**config.mk**
```make
export PLATFORM = sky130hd
export DESIGN_NAME = cp0_ctrl
export DESIGN_NICKNAME = d
export VERILOG_FILES = /design/src/rtl/cp0_ctrl_pkg.sv /design/src/rtl/cp0_ctrl.sv
export SDC_FILE = /design/constraint.sdc
export NUM_CORES = 1
export LEC_CHECK = 0
export CORE_ASPECT_RATIO = 0.8
export CORE_MARGIN = 2
export CORE_UTILIZATION = 44
export CTS_CLUSTER_DIAMETER = 100
export DETAILED_ROUTE_END_ITERATION = 6
export PLACE_DENSITY = 0.86
export SYNTH_ARGS = -nofsm -noshare
export SYNTH_HDL_FRONTEND = slang
export SYNTH_SLANG_ARGS = --single-unit
export TNS_END_PERCENT = 50
```
**constraint.sdc**
```tcl
create_clock -name clk -period 3.2 [get_ports clk]
set_input_delay 0.48 -clock clk [delete_from_list [all_inputs] [get_ports clk]]
set_output_delay 0.48 -clock clk [all_outputs]
set_load 0.03 [all_outputs]
```
**src/rtl/cp0_ctrl_pkg.sv**
```systemverilog
// Shared CP0 constants: exception codes, register numbers, field positions
// and the handler entry point.
package cp0_ctrl_pkg;

  localparam logic [4:0] EXC_INT  = 5'd0;
  localparam logic [4:0] EXC_ADEL = 5'd4;
  localparam logic [4:0] EXC_ADES = 5'd5;
  localparam logic [4:0] EXC_RI   = 5'd10;
  localparam logic [4:0] EXC_OV   = 5'd12;

  localparam logic [4:0] CP0_SR    = 5'd12;
  localparam logic [4:0] CP0_CAUSE = 5'd13;
  localparam logic [4:0] CP0_EPC   = 5'd14;
  localparam logic [4:0] CP0_PRID  = 5'd15;

  localparam logic [31:0] HANDLER_ADDR = 32'h0000_4180;
  localparam logic [31:0] PRID_VALUE   = 32'h0040_0001;

  localparam int unsigned SR_IE_BIT     = 0;
  localparam int unsigned SR_EXL_BIT    = 1;
  localparam int unsigned SR_IM_LO      = 10;
  localparam int unsigned SR_IM_HI      = 15;
  localparam int unsigned CAUSE_EXC_LO  = 2;
  localparam int unsigned CAUSE_EXC_HI  = 6;
  localparam int unsigned CAUSE_IP_LO   = 10;
  localparam int unsigned CAUSE_IP_HI   = 15;
  localparam int unsigned CAUSE_BD_BIT  = 31;

  typedef enum logic {
    ST_NORMAL  = 1'b0,
    ST_HANDLER = 1'b1
  } cp0_state_e;

  // Restart address: a delay-slot instruction resumes at its branch.
  function automatic logic [31:0] epc_from_pc(input logic [31:0] pc, input logic bd);
    logic [31:0] target;
    target = bd ? (pc - 32'd4) : pc;
    return {target[31:2], 2'b00};
  endfunction

endpackage

```
**src/rtl/cp0_ctrl.sv**
```systemverilog
// Coprocessor-0 exception/interrupt controller: SR, Cause, EPC, PRId and
// the NORMAL/HANDLER state machine that drives the pipeline flush request.
module cp0_ctrl
  import cp0_ctrl_pkg::*;
(
  input  logic        clk,
  input  logic        reset,
  input  logic [31:0] M_PC,
  input  logic        M_BD,
  input  logic [4:0]  M_ExcCode,
  input  logic [5:0]  HWInt,
  input  logic        M_CP0_WE,
  input  logic [4:0]  M_CP0_Addr,
  input  logic [31:0] M_CP0_WD,
  input  logic        M_Eret,
  output logic        Req,
  output logic [31:0] CP0_RD,
  output logic [31:0] EPC_O,
  output logic [31:0] Handler_PC
);

  cp0_state_e  state, state_next;
  logic [5:0]  im;
  logic        ie;
  logic        bd;
  logic [5:0]  ip;
  logic [4:0]  exc_code;
  logic [31:0] epc;

  logic        exl;
  logic        int_req;
  logic        exc_req;
  logic        wr_en;
  logic [31:0] sr_value;
  logic [31:0] cause_value;

  assign exl     = (state == ST_HANDLER);
  assign int_req = (|(HWInt & im)) & ie & ~exl;
  assign exc_req = (M_ExcCode != EXC_INT) & ~exl;
  assign Req     = int_req | exc_req;
  assign wr_en   = M_CP0_WE & ~Req;

  assign sr_value    = {16'b0, im, 8'b0, exl, ie};
  assign cause_value = {bd, 15'b0, ip, 3'b0, exc_code, 2'b0};

  assign EPC_O      = epc;
  assign Handler_PC = HANDLER_ADDR;

  always_ff @(posedge clk) begin
    if (reset) state <= ST_NORMAL;
    else       state <= state_next;
  end

  // EXL is the state itself; eret wins over a same-cycle mtc0 to SR.
  always_comb begin
    state_next = state;
    if (Req) begin
      state_next = ST_HANDLER;
    end else begin
      if (wr_en && (M_CP0_Addr == CP0_SR))
        state_next = M_CP0_WD[SR_EXL_BIT] ? ST_HANDLER : ST_NORMAL;
      if (M_Eret)
        state_next = ST_NORMAL;
    end
  end

  always_ff @(posedge clk) begin
    if (reset) begin
      im       <= '0;
      ie       <= 1'b0;
      bd       <= 1'b0;
      ip       <= '0;
      exc_code <= '0;
      epc      <= '0;
    end else begin
      ip <= HWInt;
      if (Req) begin
        bd       <= M_BD;
        exc_code <= int_req ? EXC_INT : M_ExcCode;
        epc      <= epc_from_pc(M_PC, M_BD);
      end else if (wr_en) begin
        case (M_CP0_Addr)
          CP0_SR: begin
            im <= M_CP0_WD[SR_IM_HI:SR_IM_LO];
            ie <= M_CP0_WD[SR_IE_BIT];
          end
          CP0_EPC: epc <= {M_CP0_WD[31:2], 2'b00};
          default: ;
        endcase
      end
    end
  end

  always_comb begin
    CP0_RD = '0;
    case (M_CP0_Addr)
      CP0_SR:    CP0_RD = sr_value;
      CP0_CAUSE: CP0_RD = cause_value;
      CP0_EPC:   CP0_RD = epc;
      CP0_PRID:  CP0_RD = PRID_VALUE;
      default:   CP0_RD = '0;
    endcase
  end

endmodule

```
==> qor.tcl <==
set qor(run_status) {finished clean}
set qor(final.min_clock_period_ps) 3070
set qor(preCtsSetupSlack_ps) 174
set qor(worstHoldPathCells) 2
set qor(report.final.slew_viol_count) 0
set qor(critical-path-slowest-cell) {clkdlybuf4s50_1}
set qor(fp.dieArea_mm2) 0.00913
set qor(clk_transition_reported_paths_ps) 90
set qor(critical_path.reg2reg.endpoint) {EPC_O[5]$_SDFFE_PP0P_}
set qor(fraction_of_final_layout_cells_with_drive_strength_greater_than_1) 0.127
set qor(unrepaired_setup_endpoints_after_global_routing) {false}
set qor(die_x_um) 106
set qor(synth_area_per_cell_um2) 7.86
set qor(via_count) 4065
set qor(cts.sinks) 50
set qor(synth.yosys.warnings) 0
set qor(power_density_mw_per_mm2) 328
set qor(sum_of_routed_wire_length_over_all_layers_mm) 12.0
set qor(timing.final.hold_violations) 0
set qor(placed_area_mm2) 0.00504
set qor(netlist.top_cell.by_area) {dfxtp_1}
set qor(cts-resized-gates) 0
set qor(yosysMostFrequentCell) {dfxtp_1}
set qor(cts.path.max_buffers) 2
set qor(gp_routability_congestion) 0.872
set qor(htree_num_levels) 2
set qor(fill_cells) 698
set qor(route.detailed.drc) 0
set qor(port-buffer-count) 145
set qor(synth-seq-area-share) 0.271
set qor(crit_path_cell_trace) {clkdlybuf4s50_1 > a22o_1 > o311a_1 > nor2_1 > clkinv_1 > clkdlybuf4s50_1}
set qor(dr.first_iter.drc_count) 252
set qor(initial_util) 0.460
set qor(critPathMaxStageDelay_ps) 630
set qor(cts-buffers-inserted) 5
set qor(fmaxAchievable_mhz) 326
set qor(cts-hold-fix-buffers) 0
set qor(reg2reg_setup_slack_ps) 1260
set qor(r2r_cells) 6
set qor(synth_area_mm2) 0.00369
set qor(p_leak_nw) 2.04
set qor(worst_skew_pair.late_latency_ps) 310
set qor(coreArea_mm2) 0.00802
set qor(synth.top_cell.area_share) 0.271
set qor(routed_via_density) 5.81
set qor(synth_enable_flop_cells) 0
set qor(num_io_pins) 182
set qor(synthDistinctLibCells) 49
set qor(post_drt_wl_per_cell_um) 17.1
set qor(grt_pass1_vias) 3563
set qor(final.setup_skew_ps) 15.0
set qor(dominantRegCellSynth) {dfxtp_1}
set qor(grt_first_pass_wirelength_mm) 18.7
set qor(grt_start_max_net_pins) 57
set qor(final_net_count) 677
set qor(setup_violations) 0
set qor(std_cell_rows) 29
set qor(multi_input_comb_area_mm2) 0.00239
set qor(die_h_um) 85.9
set qor(synth_seq_cells) 50
set qor(synth_area_leaders) {dfxtp_1, and3_1, buf_4, a21boi_0, o41ai_1}
set qor(slew_headroom) 0.369
set qor(worstMarginPinSlew_ps) 945
set qor(dp.final_hpwl_mm) 8.99
set qor(fin_hold_ws_ps) 488
set qor(drt.antenna.violating_nets) 0
set qor(clock_tree.root_cell) {clkbuf_8}
set qor(grt_remaining_overflow) 0
set qor(async_flop_share) 0
set qor(worstPathArrival_ps) 2590
set qor(holdCritStartpoint) {im[0]$_SDFFE_PP0P_}
set qor(antenna_found_initial) 0
set qor(post-layout-total-power_mw) 1.68
set qor(worst_hold_endpoint) {im[0]$_SDFFE_PP0P_}
set qor(cts_tree) {yes}
set qor(max_cap_viols) 0
set qor(worstPathRequired_ps) 2720
set qor(critical_path_class) {input pin to output port}
set qor(startpoint_type) {input pin}
set qor(reg2reg_launch_point) {im[3]$_SDFFE_PP0P_}
set qor(post-route-cell-area_mm2) 0.00514
set qor(fin_crit_sh) 0.959
set qor(timing.critical_path.to_type) {output port}
set qor(final.setup.tns_ps) 0
set qor(post-cts-setup-buffers) 0
set qor(sequential_cell_area_mm2) 0.00100
set qor(ys_top_cells_by_count) {dfxtp_1, and3_1, clkbuf_1}
set qor(syn_to_final_growth_pct) 39.4
set qor(final_critical_path_setup_slack_ps) 130
set qor(antenna_cell_count) 0
set qor(cp_common_cell) {clkdlybuf4s50_1}
set qor(hold_class) {flip-flop to flip-flop}
set qor(worstPathMaxFanout) 2
set qor(post_synth_inst_count) 469
set qor(grtUsageTotal) 0.255
set qor(ir_drop_mv) 0.212
set qor(detail_route.first_pass.iterations) 5
## state kept, by name, summed over array words and instances, names as in the netlist
name      count
ip            6
exc_code      5
exl           1
EPC_O        30
ie            1
im            6
bd            1
## worst max-delay path by stage
stage          startpoint   to  slack (ps)  cells past startpoint
2_1_floorplan    HWInt[3]  Req         770                      5
3_3_place_gp     HWInt[3]  Req         150                      6
3_5_place_dp     HWInt[3]  Req         170                      6
4_1_cts          HWInt[3]  Req         160                      6
5_1_grt          HWInt[3]  Req          90                      6
6_report         HWInt[3]  Req         130                      6
## kinds of logic after synthesis
| group | after synthesis | share of synthesized area |
|---|---|---|
| AO/OA/AOI/OAI | 123 | 0.244 |
| XOR/XNOR | 12 | 0.0285 |
| adder cells (fa/ha/maj) | 1 | 0.00339 |
| buffers and inverters | 82 | 0.118 |
| flip-flops | 50 | 0.271 |
| multiplexers | 13 | 0.0353 |
| other | 2 | 0.00204 |
| AND/OR/NAND/NOR | 186 | 0.298 |
## metrics by stage
stage               cells  utilization
floorplan             501            -
global placement      692        0.629
detailed placement    692        0.629
CTS                   700        0.641
global route          700        0.641
finish                700        0.641
## cell type report
class,instances,area share
multi-input combinational,369,0.464
clock buffer,6,0.0161
inverter,5,0.00365
clock inverter,2,0.00316
timing repair buffer,160,0.292
tap,108,0.0263
sequential,50,0.195
## metal layers
| metal | share of wire | routed length [µm] | track usage |
|---|---|---|---|
| met1 | 0.46 | 5470 | 0.368 |
| met2 | 0.44 | 5290 | 0.407 |
| met3 | 0.088 | 1060 | 0.0388 |
| met4 | 0.011 | 129 | 0.0514 |
| met5 | 0 | 0 | 0 |
## worst max-delay path: cells and delay by family
family          cells  cell delay, ps
simple gates        1             250
compound gates      2             610
buf+inv             3            1250
## cells in the final DEF, fill, tap and decap left out, types with 3 or more instances in the layout
cell type and instances:
clkdlybuf4s50_1 115, dfxtp_1 50, buf_4 44, and3_1 43, conb_1 34, nor2_1 27, nand2_1 26, a21boi_0 25
o41ai_1 19, a31oi_1 16, mux2i_1 13, a21oi_1 13, nand3_1 13, nor4_1 12, o31ai_1 11, or4_1 11
a211oi_1 10, nor2b_1 7, or3_1 7, nor3_1 6, a22oi_1 6, xor2_1 6, xnor2_1 6, or3b_2 6
clkbuf_8 6, o21ai_0 5, a311oi_1 5, o21a_1 5, nand4_1 5, inv_1 4, or2_2 4, a22o_1 3
or4_2 3
## where the power goes
part	switching, mW	internal (mW)
clock network	0.229	0.179
registers	0.0368	0.669
logic	0.323	0.248
No activity file was read; power rests on OpenSTA's default activity.
